--- config.mk ---
export PLATFORM = sky130hd
export DESIGN_NAME = riscboy_ppu_lcdrx
export DESIGN_NICKNAME = d
export VERILOG_FILES = /design/src/rtl/riscboy_ppu_lcdrx.sv
export SDC_FILE = /design/constraint.sdc
export NUM_CORES = 1
export LEC_CHECK = 0
export BUFFER_PORTS_ARGS = -buffer_cell sky130_fd_sc_hd__buf_2
export CAP_MARGIN = 20
export CORE_AREA = 2 2 96 98
export CTS_CLUSTER_DIAMETER = 50
export DETAILED_ROUTE_END_ITERATION = 8
export DIE_AREA = 0 0 98 100
export SLEW_MARGIN = 10
export SYNTH_ARGS = -nofsm -noshare
export SYNTH_HDL_FRONTEND = slang
export SYNTH_SLANG_ARGS = --single-unit
--- constraint.sdc ---
create_clock -name clk -period 2.45 [get_ports clk]
set_input_delay 0.245 -clock clk [delete_from_list [all_inputs] [get_ports clk]]
set_output_delay 0.245 -clock clk [all_outputs]
set_load 0.05 [all_outputs]
--- src/rtl/riscboy_ppu_lcdrx.sv ---
// riscboy_ppu_lcdrx: oversampling serial LCD receiver that deserialises MSB-first words onto a valid/ready stream; define RISCBOY_PPU_LCDRX_GLITCH_FILTER_EN for sck/cs glitch rejection
module riscboy_ppu_lcdrx #(
  parameter int W_DATA  = 16,
  parameter int W_SHAMT = $clog2(W_DATA + 1)
) (
  input  logic               clk,
  input  logic               rst,
  input  logic               lcd_cs,
  input  logic               lcd_dc,
  input  logic               lcd_sck,
  input  logic               lcd_mosi,
  input  logic [W_SHAMT-1:0] shiftcnt,
  output logic               out_vld,
  input  logic               out_rdy,
  output logic [W_DATA-1:0]  out_data,
  output logic               out_dc,
  output logic               busy,
  output logic               err_ovf,
  output logic               err_part,
  input  logic               err_clr
);
  localparam logic [0:0] S_IDLE  = 1'b0;
  localparam logic [0:0] S_SHIFT = 1'b1;
  localparam logic [W_SHAMT-1:0] L_MAX = W_SHAMT'(W_DATA);
`ifdef RISCBOY_PPU_LCDRX_GLITCH_FILTER_EN
  localparam int N_SYNC = 3;
`else
  localparam int N_SYNC = 2;
`endif
  logic [N_SYNC-1:0]  cs_q, sck_q;
  logic [1:0]         dc_q, mosi_q;
  logic               cs_s, sck_s, dc_s, mosi_s, sck_prev;
  logic [0:0]         state;
  logic [W_SHAMT-1:0] bitcnt, bit_inc, len;
  logic [W_DATA-1:0]  sr, sr_next;
  logic               rise, shift_en, done, partial, cs_end, load;
  // Synchronise the asynchronous link pins; cs idles high so its chain resets to 1
  always_ff @(posedge clk or posedge rst)
    if (rst) begin
      cs_q   <= '1;
      sck_q  <= '0;
      dc_q   <= '0;
      mosi_q <= '0;
    end else begin
      cs_q   <= {cs_q[N_SYNC-2:0], lcd_cs};
      sck_q  <= {sck_q[N_SYNC-2:0], lcd_sck};
      dc_q   <= {dc_q[0], lcd_dc};
      mosi_q <= {mosi_q[0], lcd_mosi};
    end
`ifdef RISCBOY_PPU_LCDRX_GLITCH_FILTER_EN
  logic cs_h;
  assign cs_s  = (cs_q[1] == cs_q[2]) ? cs_q[2] : cs_h;
  assign sck_s = (sck_q[1] == sck_q[2]) ? sck_q[2] : sck_prev;
  // Hold the last accepted cs level until two equal samples agree on a new one
  always_ff @(posedge clk or posedge rst)
    if (rst) cs_h <= 1'b1;
    else     cs_h <= cs_s;
`else
  assign cs_s  = cs_q[1];
  assign sck_s = sck_q[1];
`endif
  assign dc_s     = dc_q[1];
  assign mosi_s   = mosi_q[1];
  assign busy     = ~cs_s;
  assign len      = (shiftcnt > L_MAX) ? L_MAX : shiftcnt;
  assign bit_inc  = bitcnt + 1'b1;
  assign rise     = sck_s & ~sck_prev;
  assign shift_en = (state == S_SHIFT) && rise && (len != '0);
  assign done     = shift_en && (bit_inc == len);
  assign sr_next  = W_DATA'({sr, mosi_s});
  assign partial  = shift_en ? ~done : (bitcnt != '0);
  assign cs_end   = (state == S_SHIFT) && cs_s;
  assign load     = done && (~out_vld || out_rdy);
  // Edge detector history for the synchronised serial clock
  always_ff @(posedge clk or posedge rst)
    if (rst) sck_prev <= 1'b0;
    else     sck_prev <= sck_s;
  // Framing FSM and shift register; a completed word restarts the count inside the same cs window
  always_ff @(posedge clk or posedge rst)
    if (rst) begin
      state  <= S_IDLE;
      bitcnt <= '0;
      sr     <= '0;
    end else if (state == S_IDLE) begin
      bitcnt <= '0;
      sr     <= '0;
      if (!cs_s) state <= S_SHIFT;
    end else if (cs_s || done) begin
      state  <= cs_s ? S_IDLE : S_SHIFT;
      bitcnt <= '0;
      sr     <= '0;
    end else if (shift_en) begin
      bitcnt <= bit_inc;
      sr     <= sr_next;
    end
  // Single-entry output register; a word arriving while it is held and not drained is dropped
  always_ff @(posedge clk or posedge rst)
    if (rst) begin
      out_vld  <= 1'b0;
      out_data <= '0;
      out_dc   <= 1'b0;
    end else if (load) begin
      out_vld  <= 1'b1;
      out_data <= sr_next;
      out_dc   <= dc_s;
    end else if (out_rdy) begin
      out_vld  <= 1'b0;
    end
  // Sticky error flags; a new event wins over a simultaneous clear
  always_ff @(posedge clk or posedge rst)
    if (rst) begin
      err_ovf  <= 1'b0;
      err_part <= 1'b0;
    end else begin
      err_ovf  <= (err_ovf & ~err_clr) | (done & out_vld & ~out_rdy);
      err_part <= (err_part & ~err_clr) | (cs_end & partial);
    end
endmodule

# Word level (Yosys, flattened, before mapping)
# Cells that the tools add are included.
[op_classes]
n_eq_ne = 2
order_cmp = 1
n_mux = 13
n_addsub = 1
reduce_logical = 10
bitwise_logic = 14
[ops]
columns = ["cell", "n"]
rows = [
  ["$mux W15", 3],
  ["$mux W5", 4],
  ["$reduce_bool A5 Y1", 2],
  ["$and A1 B1 Y1", 6],
  ["$mux W1", 6],
  ["$not A1 Y1", 6],
  ["$add A5 B1 Y5 const B", 1],
  ["$eq A5 B5 Y1", 1],
  ["$gt A5 B5 Y1 const B", 1],
  ["$logic_and A1 B1 Y1", 5],
  ["$ne A3 B1 Y1 const B", 1],
  ["$logic_or A1 B1 Y1", 2],
  ["$or A1 B1 Y1", 2],
  ["$reduce_bool A2 Y1", 1],
]
[word_totals]
regBits = 50
output_inout_bits = 21

# Longest topological paths before layout
[depth]
ltp_word = 9
ltp_mapped = 7

# Least setup slack after synthesis
# Ideal clock, no wire load.
[synth_timing]
path_type = "reg-to-reg"
from = "register bitcnt[0]"
to = "register out_data[0]"
synth_period_minus_slack_ps = 2301
stages_incl_launch_ff = 8
path_buffers = 1
path_slack_ps = 149
setup_time_ps = 125
t_arrival_ps = 2176
required_time_ps = 2325
path_cell_list = "dfrtp_1 ha_1 xor2_1 xnor2_1 o211ai_2 nor4b_4 buf_8 mux2_4"
[synth_via]
elab_chain_cells = 4
[synth_lines]
columns = ["item", "line_no", "text"]
rows = [
  ["start, declared", "34", "logic [W_SHAMT-1:0] bitcnt, bit_inc, len;"],
  ["start signal, assigned", "93", "bitcnt <= bit_inc;"],
  ["$add A5 B1 Y5", "66", "assign bit_inc = bitcnt + 1'b1;"],
  ["$eq A5 B5 Y1", "69", "assign done = shift_en && (bit_inc == len);"],
  ["$logic_and A1 B1 Y1", "69", ""],
  ["$logic_and A1 B1 Y1", "73", "assign load = done && (~out_vld || out_rdy);"],
  ["end signal, assigned", "104", "out_data <= sr_next;"],
  ["end, declared", "15", "output logic [W_DATA-1:0] out_data,"],
]
# Every way passes these cells.
# A chain may end at the register's enable or synchronous reset.

# Worst setup path in the final report
[layout_timing]
from = "register bitcnt[0]"
to = "register out_dc"
[layout_via]
elab_chain_cells = 4
[layout_lines]
columns = ["item", "line_no", "text"]
rows = [
  ["$add A5 B1 Y5", "66", ""],
  ["$eq A5 B5 Y1", "69", ""],
  ["$logic_and A1 B1 Y1", "69", ""],
  ["$logic_and A1 B1 Y1", "73", ""],
  ["end signal, assigned", "105", "out_dc <= dc_s;"],
  ["end, declared", "16", "output logic out_dc,"],
]
# Every way passes these cells.

==> flow_summary.toml <==
[status]
status = "finished clean"

[synthesis]
async_reset_ff_frac = 1.00
yosys_warnings = 0
synthMuxAreaShare = 0.106
synth_edf_count = 0
syn_nets = 195
yosysTopAreaCellShare = 0.558
ys_seq_area_frac = 0.582
synth_top_area_cell = "dfrtp_1"
ys_types = 38
ys_seq_elements = 50
synth_top_family_by_area = "simple AND/OR/NAND/NOR gates"
synth-simple-area-share = 0.149
synth-compound-area-share = 0.0947
syn_avg_cell_area_um2 = 12.0
synthTopCellsByArea = "dfrtp_1, mux2_4, nand2_1, a21oi_1, mux2_2"
synth_ff_type = "dfrtp_1"
syn_inst = 180
synthAdderAreaFrac = 0.0116
yosys.area_share.xor_xnor = 0.0279
synth_area_um2 = 2150

[critical_path]
r2r_slack_ns = 0.20
endpoint_kind = "flip-flop"
r2r_cells = 7
crit_path_start_kind = "flip-flop"
arrival_ns = 2.44
cp_max_fo = 17
crit_required_ns = 2.64
crit_type = "reg2reg"

[sta]
timing.fmax_mhz = 445
finalCritPeriodShare = 0.918
setup_viol = 0
slew_headroom = 0.546
maxSlewViolCount = 0
worst_clock_skew_ns = 0.00891
fin_tns_setup_ns = 0
max_slew.worst_pin.slew_ns = 0.680
finalHoldViolCount = 0
min_period_ns = 2.25
rsz0062_at_grt = "no"
layout_setup_ws_ns = 0.201

[floorplanning]
die_h_um = 100
io_pins = 34
start_util = 0.242
fp-row-count = 35
die_w_um = 98
dieArea_um2 = 9800
coreArea_um2 = 8890

[clocking]
cts_made_buffers = 5
clkSinkCount = 50
cts.htree.levels = 2
clock_path_buffers = 2
path_clk_slew_ns = 0.09
cts_tree = "done"
clk_latency_ns = 0.30
cts-root-buf = "clkbuf_8"

[final_layout]
design_area_um2 = 2600
layout-drive-gt1-share = 0.365
nFillCells = 915
syn2layout_area_growth_pct = 20.6
layout.nets = 236
final_common_cell = "dfrtp_1"
diodes = 0
mostFrequentLayoutCells = "dfrtp_1, buf_2, nand2_1"

[power_and_ir_drop]
total_power_uw = 1500
powerDensity_nw_per_um2 = 577
peakVddDrop_uv = 352
p_leak_uw = 0.00121

[detailed_routing]
drc = 0
firstDrtPassIters = 4
wl_per_cell_um = 12.3
vias_per_cell = 4.23
drtIter0Drc = 97
drt-total-wl_um = 4110
vias = 1409
ant_nets = 0

[place]
pre_cts_ws_ns = 0.205
port_buffers = 33
hpwl_um = 2900
placed_cell_area_um2 = 2490
gp_congestion = 0.834

[grt]
gr-total-overflow = 0
antenna_found_initial = 0
grtUsageTotal = 0.0890
grt_max_degree = 32
first_global_vias = 1431
grt_pass1_wl_um = 7020

[flow_run]
maxCapViolCount = 0

[hold_path]
hold_path.class = "in2reg"
hold_path_depth = 1
==> final cells by class <==
cell class	count	area, um^2	area share
Clock buffer	6	82.6	0.0318
Clock inverter	2	16.3	0.00626
Inverter	6	22.5	0.00867
Multi-Input combinational cell	117	843	0.325
Sequential cell	50	1250	0.483
Tap cell	111	139	0.0535
Timing Repair Buffer	41	240	0.0925
==> Yosys cell counts (all sizes together) (4+ instances only) <==
cell type / count
dfrtp: 48
nand2: 29
a21oi: 20
mux2: 17
nand3: 10
inv: 6
clkbuf: 5
nor2: 4
o21ai: 4
==> worst max-delay path, cell delays in order (launching register included) <==
cell	delay [ns]
dfrtp_1	0.44
ha_1	0.27
xor2_1	0.16
xnor2_1	0.19
o211ai_2	0.16
nor4b_4	0.36
buf_12	0.22
mux2_2	0.35
==> metal layers <==
layer  GRT usage  vias up  part of all wire
met5           0        -                 0
met4      0.0224        0            0.0044
met3      0.0251        2             0.042
met2       0.138       30              0.44
met1       0.124      680              0.51
li1            -      697                 -
==> flip-flops by register name, summed over array words and instances (netlist names), 2 cells and up <==
signal / cells
sck_q: 2
out_data: 16
sr: 15
dc_q: 2
bitcnt: 5
cs_q: 2
mosi_q: 2
==> final timing paths <==
check / endpoint / from
worst max-delay path: out_dc / bitcnt[0]
worst min-delay path: cs_q[0] / lcd_cs
worst max register to register: out_dc / bitcnt[0]
worst min register to register: dc_q[1] / dc_q[0]
max in group asynchronous: sr[14] / rst
min in group asynchronous: out_data[13] / rst
==> through the flow <==
step                utilization  hold slack (ns)  std cells
CTS                       0.292           0.0258        333
global route              0.292           0.0139        333
floorplan                     -            0.249        180
detailed placement        0.280            0.279        324
global placement          0.280            0.278        324
finish                    0.292           0.0318        333
==> report_power, final <==
| group | switching (uW) | internal, uW |
|---|---|---|
| combinational | 88.8 | 45.8 |
| clock | 280 | 233 |
| sequential | 8.58 | 842 |
| total | 377 | 1120 |
==> cells by family (layout without fill, tap and decap cells) <==
logic type | Yosys count | in the layout
buffers and inverters | 13 | 55
AND/OR/NAND/NOR | 60 | 60
AO/OA/AOI/OAI | 32 | 32
XOR/XNOR | 6 | 6
multiplexers | 17 | 17
adder cells (fa/ha/maj) | 2 | 2
flip-flops | 50 | 50
==> what timing repair did <==
item                                   in CTS  in global routing
gates resized for setup                     0                  0
endpoints found under the hold margin      17                  0
hold buffers                                1                  0
buffers inserted                            0                  0
(Power assumes the default switching activity.)
